## config.mk

```make
export PLATFORM = sky130hd
export DESIGN_NAME = pong_game_controller_flat
export DESIGN_NICKNAME = d
export VERILOG_FILES = /design/src/rtl/pong_pkg.sv /design/src/rtl/pong_game_controller_if.sv /design/src/rtl/frame_tick_sync.sv /design/src/rtl/pong_game_controller.sv /design/src/flat_wrapper.sv
export SDC_FILE = /design/constraint.sdc
export NUM_CORES = 1
export LEC_CHECK = 0
export CAP_MARGIN = 20
export CORE_MARGIN = 1.5
export CORE_UTILIZATION = 35
export CTS_CLUSTER_SIZE = 8
export DETAILED_ROUTE_END_ITERATION = 6
export PLACE_DENSITY_LB_ADDON = 0.25
export SYNTH_ARGS = -nofsm -noshare
export SYNTH_HDL_FRONTEND = slang
export SYNTH_HIERARCHICAL = 1
export SYNTH_SLANG_ARGS = --single-unit
```

## constraint.sdc

```tcl
create_clock -name clk -period 12.9 [get_ports clk]
set_input_delay 1.29 -clock clk [delete_from_list [all_inputs] [get_ports clk]]
set_output_delay 1.29 -clock clk [all_outputs]
set_load 0.02 [all_outputs]
```

## src/rtl/pong_pkg.sv

```systemverilog
// Shared definitions for the pong game logic.
//   - Screen geometry constants
//   - Game FSM state encoding
//   - Ball direction encodings
//   - absDiff helper for the 11-bit signed collision arithmetic
package pong_pkg;

  localparam int VIDEO_WIDTH  = 640;
  localparam int VIDEO_HEIGHT = 480;

  typedef enum logic [2:0] {
    IDLE     = 3'd0,
    SERVE    = 3'd1,
    PLAY     = 3'd2,
    SCORED   = 3'd3,
    GAMEOVER = 3'd4
  } state_t;

  typedef enum logic {
    LEFT  = 1'b0,
    RIGHT = 1'b1
  } xDir_t;

  typedef enum logic {
    UP   = 1'b0,
    DOWN = 1'b1
  } yDir_t;

  typedef logic signed [10:0] coord_t;

  // |a - b| without relying on a signed abs of a possibly wide subtraction.
  function automatic coord_t absDiff(input coord_t a, input coord_t b);
    return (a > b) ? (a - b) : (b - a);
  endfunction

endpackage

```

## src/rtl/pong_game_controller_if.sv

```systemverilog
// Signal bundle between the game controller and its neighbours.
//   screen_end      frame marker from the timing generator (other clock domain)
//   start           level request to begin a game
//   p1_x/p1_y       player 1 paddle centre
//   p2_x/p2_y       player 2 paddle centre
//   ball_x/ball_y   ball centre for the renderer
//   score1/score2   player scores
//   goal            one-clk goal pulse, bit0 = p1 scored, bit1 = p2 scored
//   game_over       high while the game is over
//   state           FSM state for debug
// master: the surrounding system (drives inputs, reads results)
// slave:  the game controller itself
interface pong_game_controller_if;
  logic       screen_end;
  logic       start;
  logic [9:0] p1_x;
  logic [8:0] p1_y;
  logic [9:0] p2_x;
  logic [8:0] p2_y;
  logic [9:0] ball_x;
  logic [8:0] ball_y;
  logic [3:0] score1;
  logic [3:0] score2;
  logic [1:0] goal;
  logic       game_over;
  logic [2:0] state;

  modport master (
    output screen_end, start, p1_x, p1_y, p2_x, p2_y,
    input  ball_x, ball_y, score1, score2, goal, game_over, state
  );

  modport slave (
    input  screen_end, start, p1_x, p1_y, p2_x, p2_y,
    output ball_x, ball_y, score1, score2, goal, game_over, state
  );
endinterface

```

## src/rtl/frame_tick_sync.sv

```systemverilog
// Brings a frame-boundary level from another clock domain into clk and
// turns its rising edge into a single-cycle tick.
//   clk    system clock
//   reset  asynchronous active-high reset
//   level  asynchronous frame level (high between frames)
//   tick   one-clk pulse, high on the cycle after the level is seen twice
module frame_tick_sync (
  input  logic clk,
  input  logic reset,
  input  logic level,
  output logic tick
);

  // [0],[1] form the synchroniser; [2] remembers the previous synced value.
  logic [2:0] syncReg;

  always_ff @(posedge clk or posedge reset) begin
    if (reset) begin
      syncReg <= '0;
    end else begin
      syncReg <= {syncReg[1:0], level};
    end
  end

  assign tick = syncReg[1] & ~syncReg[2];

endmodule

```

## src/rtl/pong_game_controller.sv

```systemverilog
// Per-frame pong sequencer: ball motion, wall/paddle collisions, scoring
// and the serve/play/score state machine. Everything advances on a tick
// derived from screen_end.
//   clk    system clock
//   reset  asynchronous active-high reset
//   bus    pong_game_controller_if.slave (paddles/start in, ball/scores out)
module pong_game_controller
  import pong_pkg::*;
#(
  parameter int BALL_R       = 8,
  parameter int PAD_HW       = 25,
  parameter int PAD_HH       = 33,
  parameter int SPEED        = 2,
  parameter int SERVE_FRAMES = 60,
  parameter int WIN_SCORE    = 5
) (
  input logic             clk,
  input logic             reset,
  pong_game_controller_if.slave bus
);

  localparam int CNT_W = $clog2(SERVE_FRAMES + 1);
  localparam logic [9:0] X_CENTRE = 10'(VIDEO_WIDTH / 2);
  localparam logic [8:0] Y_CENTRE = 9'(VIDEO_HEIGHT / 2);

  logic tick;

  state_t            stateReg, stateNext;
  logic [9:0]        ballXReg, ballXNext;
  logic [8:0]        ballYReg, ballYNext;
  xDir_t             dxReg, dxNext;
  yDir_t             dyReg, dyNext;
  logic [3:0]        score1Reg, score1Next;
  logic [3:0]        score2Reg, score2Next;
  logic [1:0]        goalReg, goalNext;
  logic [CNT_W-1:0]  cntReg, cntNext;

  coord_t curX, curY, nx, ny, padX, padY;
  logic   hit;

  frame_tick_sync tickSync (
    .clk   (clk),
    .reset (reset),
    .level (bus.screen_end),
    .tick  (tick)
  );

  always_ff @(posedge clk or posedge reset) begin
    if (reset) begin
      stateReg  <= IDLE;
      ballXReg  <= X_CENTRE;
      ballYReg  <= Y_CENTRE;
      dxReg     <= RIGHT;
      dyReg     <= DOWN;
      score1Reg <= '0;
      score2Reg <= '0;
      goalReg   <= '0;
      cntReg    <= '0;
    end else begin
      stateReg  <= stateNext;
      ballXReg  <= ballXNext;
      ballYReg  <= ballYNext;
      dxReg     <= dxNext;
      dyReg     <= dyNext;
      score1Reg <= score1Next;
      score2Reg <= score2Next;
      goalReg   <= goalNext;
      cntReg    <= cntNext;
    end
  end

  always_comb begin
    stateNext  = stateReg;
    ballXNext  = ballXReg;
    ballYNext  = ballYReg;
    dxNext     = dxReg;
    dyNext     = dyReg;
    score1Next = score1Reg;
    score2Next = score2Reg;
    goalNext   = '0;          // goal is a pulse: cleared on every non-goal cycle
    cntNext    = cntReg;
    curX       = coord_t'({1'b0, ballXReg});
    curY       = coord_t'({2'b0, ballYReg});
    nx         = '0;
    ny         = '0;
    padX       = '0;
    padY       = '0;
    hit        = 1'b0;

    if (tick) begin
      case (stateReg)
        IDLE: begin
          ballXNext = X_CENTRE;
          ballYNext = Y_CENTRE;
          if (bus.start) begin
            stateNext = SERVE;
            cntNext   = '0;
          end
        end

        SERVE: begin
          ballXNext = X_CENTRE;
          ballYNext = Y_CENTRE;
          cntNext   = cntReg + CNT_W'(1);
          if (cntReg == CNT_W'(SERVE_FRAMES - 1)) begin
            stateNext = PLAY;
          end
        end

        PLAY: begin
          // Vertical move with clamping bounce off top/bottom walls.
          ny = (dyReg == UP) ? (curY - coord_t'(SPEED)) : (curY + coord_t'(SPEED));
          if (ny <= coord_t'(BALL_R)) begin
            ny     = coord_t'(BALL_R);
            dyNext = DOWN;
          end else if (ny >= coord_t'(VIDEO_HEIGHT - 1 - BALL_R)) begin
            ny     = coord_t'(VIDEO_HEIGHT - 1 - BALL_R);
            dyNext = UP;
          end

          // Only the paddle the ball is heading toward can be hit; the test
          // uses the position before this frame's move.
          padX = (dxReg == LEFT) ? coord_t'({1'b0, bus.p1_x}) : coord_t'({1'b0, bus.p2_x});
          padY = (dxReg == LEFT) ? coord_t'({2'b0, bus.p1_y}) : coord_t'({2'b0, bus.p2_y});
          hit  = (absDiff(curX, padX) < coord_t'(PAD_HW + BALL_R)) &&
                 (absDiff(curY, padY) < coord_t'(PAD_HH + BALL_R));
          if (hit) begin
            dxNext = (dxReg == LEFT) ? RIGHT : LEFT;
          end
          nx = (dxNext == LEFT) ? (curX - coord_t'(SPEED)) : (curX + coord_t'(SPEED));

          // A paddle hit in the same frame always wins over a goal.
          if (!hit && dxReg == LEFT && nx <= coord_t'(BALL_R)) begin
            if (score2Reg < 4'(WIN_SCORE)) score2Next = score2Reg + 4'd1;
            goalNext  = 2'b10;
            stateNext = SCORED;
          end else if (!hit && dxReg == RIGHT && nx >= coord_t'(VIDEO_WIDTH - 1 - BALL_R)) begin
            if (score1Reg < 4'(WIN_SCORE)) score1Next = score1Reg + 4'd1;
            goalNext  = 2'b01;
            stateNext = SCORED;
          end

          ballXNext = nx[9:0];
          ballYNext = ny[8:0];
        end

        SCORED: begin
          // dx is left untouched: the ball was travelling toward the player
          // who conceded, which is the serve direction.
          ballXNext = X_CENTRE;
          ballYNext = Y_CENTRE;
          dyNext    = (dyReg == UP) ? DOWN : UP;
          cntNext   = '0;
          if (score1Reg == 4'(WIN_SCORE) || score2Reg == 4'(WIN_SCORE)) begin
            stateNext = GAMEOVER;
          end else begin
            stateNext = SERVE;
          end
        end

        GAMEOVER: begin
          ballXNext = X_CENTRE;
          ballYNext = Y_CENTRE;
          if (bus.start) begin
            score1Next = '0;
            score2Next = '0;
            dxNext     = RIGHT;
            cntNext    = '0;
            stateNext  = SERVE;
          end
        end

        default: stateNext = IDLE;
      endcase
    end
  end

  assign bus.ball_x    = ballXReg;
  assign bus.ball_y    = ballYReg;
  assign bus.score1    = score1Reg;
  assign bus.score2    = score2Reg;
  assign bus.goal      = goalReg;
  assign bus.game_over = (stateReg == GAMEOVER);
  assign bus.state     = stateReg;

endmodule
```

## src/flat_wrapper.sv

```systemverilog
// flat-port wrapper written by rule: the top's interface ports become plain ports
module pong_game_controller_flat import pong_pkg::*;
#(
  parameter int BALL_R       = 8,
  parameter int PAD_HW       = 25,
  parameter int PAD_HH       = 33,
  parameter int SPEED        = 2,
  parameter int SERVE_FRAMES = 60,
  parameter int WIN_SCORE    = 5
)
  (clk, reset, bus_screen_end, bus_start, bus_p1_x, bus_p1_y, bus_p2_x, bus_p2_y, bus_ball_x, bus_ball_y, bus_score1, bus_score2, bus_goal, bus_game_over, bus_state);
  pong_game_controller_if bus_i ();
  input logic clk;
  input logic reset;
  input wire logic [$bits(bus_i.screen_end)-1:0] bus_screen_end;
  input wire logic [$bits(bus_i.start)-1:0] bus_start;
  input wire logic [$bits(bus_i.p1_x)-1:0] bus_p1_x;
  input wire logic [$bits(bus_i.p1_y)-1:0] bus_p1_y;
  input wire logic [$bits(bus_i.p2_x)-1:0] bus_p2_x;
  input wire logic [$bits(bus_i.p2_y)-1:0] bus_p2_y;
  output wire logic [$bits(bus_i.ball_x)-1:0] bus_ball_x;
  output wire logic [$bits(bus_i.ball_y)-1:0] bus_ball_y;
  output wire logic [$bits(bus_i.score1)-1:0] bus_score1;
  output wire logic [$bits(bus_i.score2)-1:0] bus_score2;
  output wire logic [$bits(bus_i.goal)-1:0] bus_goal;
  output wire logic [$bits(bus_i.game_over)-1:0] bus_game_over;
  output wire logic [$bits(bus_i.state)-1:0] bus_state;
  assign bus_i.screen_end = bus_screen_end;
  assign bus_i.start = bus_start;
  assign bus_i.p1_x = bus_p1_x;
  assign bus_i.p1_y = bus_p1_y;
  assign bus_i.p2_x = bus_p2_x;
  assign bus_i.p2_y = bus_p2_y;
  assign bus_ball_x = bus_i.ball_x;
  assign bus_ball_y = bus_i.ball_y;
  assign bus_score1 = bus_i.score1;
  assign bus_score2 = bus_i.score2;
  assign bus_goal = bus_i.goal;
  assign bus_game_over = bus_i.game_over;
  assign bus_state = bus_i.state;
  pong_game_controller #(.BALL_R(BALL_R), .PAD_HW(PAD_HW), .PAD_HH(PAD_HH), .SPEED(SPEED), .SERVE_FRAMES(SERVE_FRAMES), .WIN_SCORE(WIN_SCORE)) u_core (.clk(clk), .reset(reset), .bus(bus_i));
endmodule
```

# ---- Word level (Yosys, flattened, before mapping)
# Cells that the tools add are included.
dict set report classes {
  mux 40
  div 0
  order_cmp 10
  bitwise_logic 3
  n_eq_ne 17
  n_reduce_logical 21
  shift 0
  add_sub_neg 11
  n_mul 0
}
# op count
set ops {}
lappend ops {{2-to-1 mux 11 bit} 4}
lappend ops {{2-to-1 mux 9 bit} 3}
lappend ops {{2-to-1 mux 4 bit} 6}
lappend ops {{less-or-equal comparator 11 x 5 -> 1 bit (second input constant)} 2}
lappend ops {{< comparator 11 x 7 -> 1 bit (second input constant)} 2}
lappend ops {{subtractor 11 bit} 2}
lappend ops {{case mux 10 bit (2 select lines)} 1}
lappend ops {{case mux 6 bit (3 select lines)} 1}
lappend ops {{case mux 9 bit (2 select lines)} 1}
lappend ops {{case mux 4 bit (2 select lines)} 2}
lappend ops {{2-to-1 mux 3 bit} 5}
lappend ops {{!= test 2 x 1 -> 1 bit (second input constant)} 6}
lappend ops {{case mux 3 bit (4 select lines)} 1}
lappend ops {{adder 10 x 2 -> 11 bit (second input constant)} 1}
lappend ops {{>= comparator 11 x 10 -> 1 bit (second input constant)} 1}
lappend ops {{>= comparator 11 bit (second input constant)} 1}
lappend ops {{> comparator 10 x 11 -> 1 bit} 1}
lappend ops {{> comparator 11 bit} 1}
lappend ops {{subtractor 10 x 11 -> 11 bit} 1}
lappend ops {{subtractor 10 x 2 -> 11 bit (second input constant)} 1}
lappend ops {{subtractor 11 x 10 -> 11 bit} 1}
lappend ops {{adder 9 x 2 -> 10 bit (second input constant)} 1}
lappend ops {{2-to-1 mux 10 bit} 1}
lappend ops {{subtractor 9 x 2 -> 10 bit (second input constant)} 1}
lappend ops {{other kinds (29)} 55}
dict set report word_totals {
  reg_bits 43
  mem_bits_rw 0
  output_inout_bits 33
  mem_count 0
  romBits 0
  latchBits 0
  elab_cells 112
  in_bits 42
}

# ---- Logic depth before layout (Yosys ltp)
dict set report logic_depth {
  ltp_word 15
  mapped_depth 29
  ltp_nobuf 26
}

# ---- By module
# Netlist, hierarchy kept.
# module seq_area_each_um2 area_each_um2 instances cells_each
set by_module_without_submodules {}
lappend by_module_without_submodules {pong_game_controller 985.9 5088.6 1 626}
lappend by_module_without_submodules {frame_tick_sync 75.1 92.6 1 5}

# ---- Least setup slack after synthesis
# OpenSTA, ideal clock, no wires.
dict set report synth_path {
  path_type {register to register}
  from {register u_core.dxReg}
  to {register u_core.score1Reg[0] (netlist: u_core/bus.score1[0])}
  required_ns 12.775
  setup_time_ns 0.125
  setup_slack_ns 5.929
  period_less_slack_ns 6.971
  path_buffers 4
  stages_incl_launch_ff 29
  arrival_time_ns 6.846
  path_cell_list {dfstp_2 buf_1 clkbuf_1 mux2i_1 inv_1 ha_1 buf_6 a211o_1 a21o_1 o21ai_4 a21o_1 buf_6 mux2i_1 xor2_1 or4b_1 o22ai_1 nand3_1 ha_1 inv_1 fa_1 a21oi_2 o221ai_4 and4_1 a311oi_2 and2_1 o2111ai_1 o31a_1 nor2b_1 mux2_2}
}
dict set report synth_between {
  elab_chain_cells 13
  word_cells_on_any_way 29
  cone_classes {add/sub: 4; order compare: 6; eq/ne: 2; mux: 9; bitwise: 1; reduce/logical: 7}
}
# element line
set synth_rtl {}
lappend synth_rtl {{start: declaration} pong_game_controller.sv:31} ;# xDir_t dxReg, dxNext;
lappend synth_rtl {{start signal: assignment} pong_game_controller.sv:63} ;# dxReg <= dxNext;
lappend synth_rtl {{2-to-1 mux 10 bit / 2-to-1 mux 9 bit (equally long branches)} {pong_game_controller.sv:123, pong_game_controller.sv:124}}
lappend synth_rtl {{subtractor 11 bit, or another cell as far along} pong_pkg.sv:33} ;# return (a > b) ? (a - b) : (b - a);
lappend synth_rtl {{2-to-1 mux 11 bit} pong_pkg.sv:33}
lappend synth_rtl {{< comparator 11 x 7 -> 1 bit, on equally long branches} {pong_game_controller.sv:125, pong_game_controller.sv:126}}
lappend synth_rtl {{logical AND 1 bit} pong_game_controller.sv:125} ;# hit = (absDiff(curX, padX) < coord_t'(PAD_HW + BALL_R)) &&
lappend synth_rtl {{2-to-1 mux 1 bit} pong_game_controller.sv:127} ;# if (hit) begin
lappend synth_rtl {{2-to-1 mux 1 bit} pong_game_controller.sv:91} ;# case (stateReg)
lappend synth_rtl {{2-to-1 mux 1 bit} pong_game_controller.sv:90} ;# if (tick) begin
lappend synth_rtl {{2-to-1 mux 11 bit} pong_game_controller.sv:130} ;# nx = (dxNext == LEFT) ? (curX - coord_t'(SPEED)) : (curX + coord_t'(SPEED));
lappend synth_rtl {{less-or-equal comparator 11 x 5 -> 1 bit / >= comparator 11 bit (equally long branches)} {pong_game_controller.sv:133, pong_game_controller.sv:137}}
lappend synth_rtl {{logical AND 1 bit, on equally long branches} {pong_game_controller.sv:133, pong_game_controller.sv:137}}
lappend synth_rtl {{!= test 2 bit (no line) / != test 2 x 1 -> 1 bit (equally long branches)} n/a}
lappend synth_rtl {{AND reduction 6 bit (no line) *} n/a}
lappend synth_rtl {{end signal: assignment} pong_game_controller.sv:65} ;# score1Reg <= score1Next;
lappend synth_rtl {{end: declaration} pong_game_controller.sv:33} ;# logic [3:0] score1Reg, score1Next;
# Every way passes the cells marked *; elsewhere a longest branch is shown, timed or not. The select of a mux whose other input is x is not followed.
# A chain may end at the register's enable or synchronous reset.

# ---- Worst setup path in the final report
dict set report layout_path {
  from {input bus_p2_y[5]}
  to {register u_core.score1Reg[0] (netlist: u_core/bus.score1[0])}
}
dict set report layout_between {
  elab_chain_cells 13
  word_cells_on_any_way 21
  cone_classes {add/sub: 2; order compare: 4; eq/ne: 2; mux: 6; reduce/logical: 7}
}
# element line
set layout_rtl {}
lappend layout_rtl {{start: declaration} flat_wrapper.sv:20} ;# input wire logic [$bits(bus_i.p2_y)-1:0] bus_p2_y;
lappend layout_rtl {{2-to-1 mux 9 bit *} pong_game_controller.sv:124} ;# padY = (dxReg == LEFT) ? coord_t'({2'b0, bus.p1_y}) : coord_t'({2'b0, bus.p2_y});
lappend layout_rtl {{subtractor 11 x 10 -> 11 bit, or another cell as far along} pong_pkg.sv:33}
lappend layout_rtl {{2-to-1 mux 11 bit *} pong_pkg.sv:33}
lappend layout_rtl {{< comparator 11 x 7 -> 1 bit *} pong_game_controller.sv:126} ;# (absDiff(curY, padY) < coord_t'(PAD_HH + BALL_R));
lappend layout_rtl {{logical AND 1 bit *} pong_game_controller.sv:125}
lappend layout_rtl {{2-to-1 mux 1 bit} pong_game_controller.sv:127}
lappend layout_rtl {{2-to-1 mux 1 bit} pong_game_controller.sv:91}
lappend layout_rtl {{2-to-1 mux 1 bit} pong_game_controller.sv:90}
lappend layout_rtl {{2-to-1 mux 11 bit} pong_game_controller.sv:130}
lappend layout_rtl {{less-or-equal comparator 11 x 5 -> 1 bit / >= comparator 11 bit (equally long branches)} {pong_game_controller.sv:133, pong_game_controller.sv:137}}
lappend layout_rtl {{logical AND 1 bit, on equally long branches} {pong_game_controller.sv:133, pong_game_controller.sv:137}}
lappend layout_rtl {{!= test 2 bit (no line) / != test 2 x 1 -> 1 bit (equally long branches)} n/a}
lappend layout_rtl {{AND reduction 6 bit (no line) *} n/a}
# Marks and branches as above.

==> impl_results.md <==
* Drt pass-1 iters at 5
* Register area share after synthesis at 20.5%
* Die X at roughly 120 um
* Die Y at 125 um
* Area grow syn2layout at 19.9%
* Detail Route Antenna Nets at 0
* R2R setup slack at 5.36 ns
* Lkg Pwr at 2.83 nW
* Critical hold path startpoint: u_core/tickSync/syncReg[0]
* Vias per cell at about 5.5
* Status: finished, final reports clean
* Grt ovf at 0
* H-tree depth at 2
* Post-CTS setup buffer count at 0
* Syn nets at 734
* Synth warnings at 6
* CTS Hold Bufs at 0
* CTS tree: done
* IR drop worst, VDD at 0.0466 mV
* Gr usage total at 17.9%
* Vias in the first global route at 4734
* Vias at a little under 5000
* Post-Syn Instances at between 600 and 700
* Cell variety after synth at 80
* Std-Cell Rows at 44
* Slowest cell on crit path: o21bai_1
* Initial Util at 35.8%
* Routed wire length at about 14 mm
* Tightest Hold Check Type: reg -> reg
* Largest cells by area after synthesis: dfrtp_1 16%, ha_1 14%, mux2i_1 7.0%
* Post_cts resized at 0
* Post-synth EDFFs at 0
* FMAX at around 130 MHz
* Global-route wire length before repair at 23.3 mm
* Clk Tree Root Cell: clkbuf_16
* CTS Buf Count at 5
* CP bufs+invs at 3
* Critical path type: in -> reg
* CP endpoint kind: flop
* Yosys top cell by area: dfrtp_1
* Skew-Pair Late Insertion Delay at a little under 0.3 ns
* Fin. Hold Viols at 0
* Fin crit share at approximately three fifths
* Mean Syn Cell Area at slightly above 8 um^2
* Synthesized area at 0.00518 mm^2
* Inserted Diodes at 0
* Placed cells at 862
* Flops & latches, synth at 42
* Critical path data arrival time at 8.01 ns
* Synth top area share at ~16%
* Fraction of layout cells with a size suffix above 1 at 7.00%
* Main flop type after synthesis: dfrtp_1
* PortBufs at 73
* Initial DRC count at 271
* Post-Layout Cell Count at 870
* Delay-heaviest family, CP: compound AO/OA/AOI/OAI gates
* Critical path startpoint: bus_p2_y[5]
* CP Data Required Time at 13.08 ns
* IO Count at 75
* Max incr delay on CP at 0.71 ns
* Clock-pin slew on the worst setup and hold paths at 0.06 ns
* Drt drc at 0
* Initial antenna violation count at 0
* Fin Setup TNS at 0 ns
* Nets at 788
* Startpoint types: input port
* Period minus WS final at 7.84 ns
* Wire per inst at 15.9 um
* Total of max-cap violations at 0
* Total clock sinks at 42
* Die area at 0.0155 mm^2
* Max FO, Critical Path at 9
* Worst flop-to-flop path startpoint: u_core/dxReg
* # fillers at 1414
* Endpoints failing setup at 0
* Headroom to the max-slew limit at 26.6%
* Slew @ Worst Pin at 1.09 ns
* Dpl hpwl at 10.8 mm
* GPL Wtd Cong at around 0.90
* Async set-or-reset flop fraction in the synthesized netlist at between 90% and 100%
* Power per Cell Area at approximately 73 mW/mm^2
* Largest net degree at the start of global routing at 40
* RSZ-0062 raised after global routing: false
* Core Area at roughly 0.014 mm^2
* Clk_skew at 0.00553 ns
* Slew Limit Fails at 0
* Bufs on Longest Clock Path at 2
==> through the flow <==
| stage | util, % | instance area, um^2 | worst slack, ns | total power (W) | hold slack, ns |
|---|---|---|---|---|---|
| after floorplan | - | 5180 | 5.93 | 0.000249 | 0.331 |
| after CTS | 42.9 | 6210 | 5.04 | 0.000456 | 0.358 |
| after global routing | 42.9 | 6210 | 4.60 | 0.000476 | 0.364 |
| final | 42.9 | 6210 | 5.06 | 0.000451 | 0.356 |
| after detailed placement | 41.5 | 6010 | 4.74 | 0.000284 | 0.344 |
| after global placement | 41.5 | 6010 | 4.92 | 0.000282 | 0.337 |
==> sequential cells by signal, summed over array words and instances, names as in the netlist <==
register,flops
u_core/dxReg,1
u_core/cntReg,6
u_core/dyReg,1
u_core/bus.score2,4
u_core/bus.ball_x,9
u_core/tickSync/syncReg,3
u_core/bus.goal,2
u_core/bus.score1,4
u_core/bus.ball_y,9
u_core/bus.state,3
==> cells in the mapped netlist, types with 12 or more instances <==
| cell type | instances |
|---|---|
| inv_1 | 59 |
| ha_1 | 56 |
| nor2_1 | 47 |
| nand2_1 | 40 |
| a21oi_1 | 37 |
| mux2i_1 | 36 |
| dfrtp_1 | 34 |
| o21ai_0 | 33 |
| nand3_1 | 20 |
| xnor2_1 | 16 |
| nor3_1 | 15 |
| nor2b_1 | 14 |
| a21o_1 | 13 |
| clkbuf_1 | 13 |
| nand4_1 | 12 |
==> cells in the final DEF, fill, tap and decap left out, types with 4 or more instances in the layout <==
master / count
nor2b_1: 14
nor3_1: 15
a22o_1: 7
nand3_1: 20
o22ai_1: 9
fa_1: 5
a21oi_2: 5
o21bai_1: 6
nand2_1: 40
dfstp_2: 8
o31ai_1: 6
a31oi_1: 5
xor2_1: 7
mux2i_1: 36
mux2_2: 7
a21oi_1: 37
a21o_1: 13
ha_1: 56
nand2b_1: 11
clkbuf_16: 5
o21a_1: 5
and2_1: 5
and4_1: 4
xnor2_1: 16
dfrtp_1: 34
a41oi_1: 4
a211oi_1: 5
o21ai_1: 6
a21boi_0: 4
o211ai_1: 4
o2111ai_1: 4
nand4_1: 12
inv_1: 59
o21ai_0: 33
nor2_1: 47
clkdlybuf4s50_1: 73
==> logic make-up after synthesis <==
group,Yosys count,share of synthesized area (%)
mux,45,9.03
other cells,2,0.145
xor+xnor,23,3.89
fa+ha+maj,61,15.5
simple gates,190,19.0
buf+inv,87,7.03
compound gates,181,25.0
flops,42,20.5
==> power breakdown <==
group / leakage [nW] / switching [W] / total (W) / internal (W)
combinational: 2.22 / 0.0000721 / 0.000136 / 0.0000635
clock: 0.0971 / 0.0000528 / 0.000169 / 0.000116
sequential: 0.516 / 0.00000899 / 0.000147 / 0.000138
total: 2.83 / 0.000134 / 0.000451 / 0.000318
==> cell type report <==
class	instances	area, um^2	share of cell area (%)
clock inverter	2	60.1	0.967
sequential	42	1060	17.1
tap	184	230	3.71
multi-input combinational	502	3760	60.5
clock buffer	6	139	2.24
timing repair buffer	75	746	12.0
inverter	59	221	3.56
==> final timing paths <==
kind,endpoint,cells past startpoint
max in group asynchronous,u_core/bus.ball_x[6],3
setup / recovery,u_core/bus.score1[0],25
hold reg to reg,u_core/tickSync/syncReg[1],0
hold / removal,u_core/tickSync/syncReg[1],0
min in group asynchronous,u_core/tickSync/syncReg[0],2
setup reg to reg,u_core/bus.score1[0],24
==> layer usage <==
layer | GRT usage, % | share of wire, % | vias to the layer above
met5 | 0 | 0 | -
met4 | 4.67 | 1.2 | 0
met3 | 1.85 | 2.8 | 11
met2 | 29.8 | 48 | 90
met1 | 24.6 | 48 | 2333
li1 | - | - | 2381
Note: power is estimated with default switching activity, not from simulation.
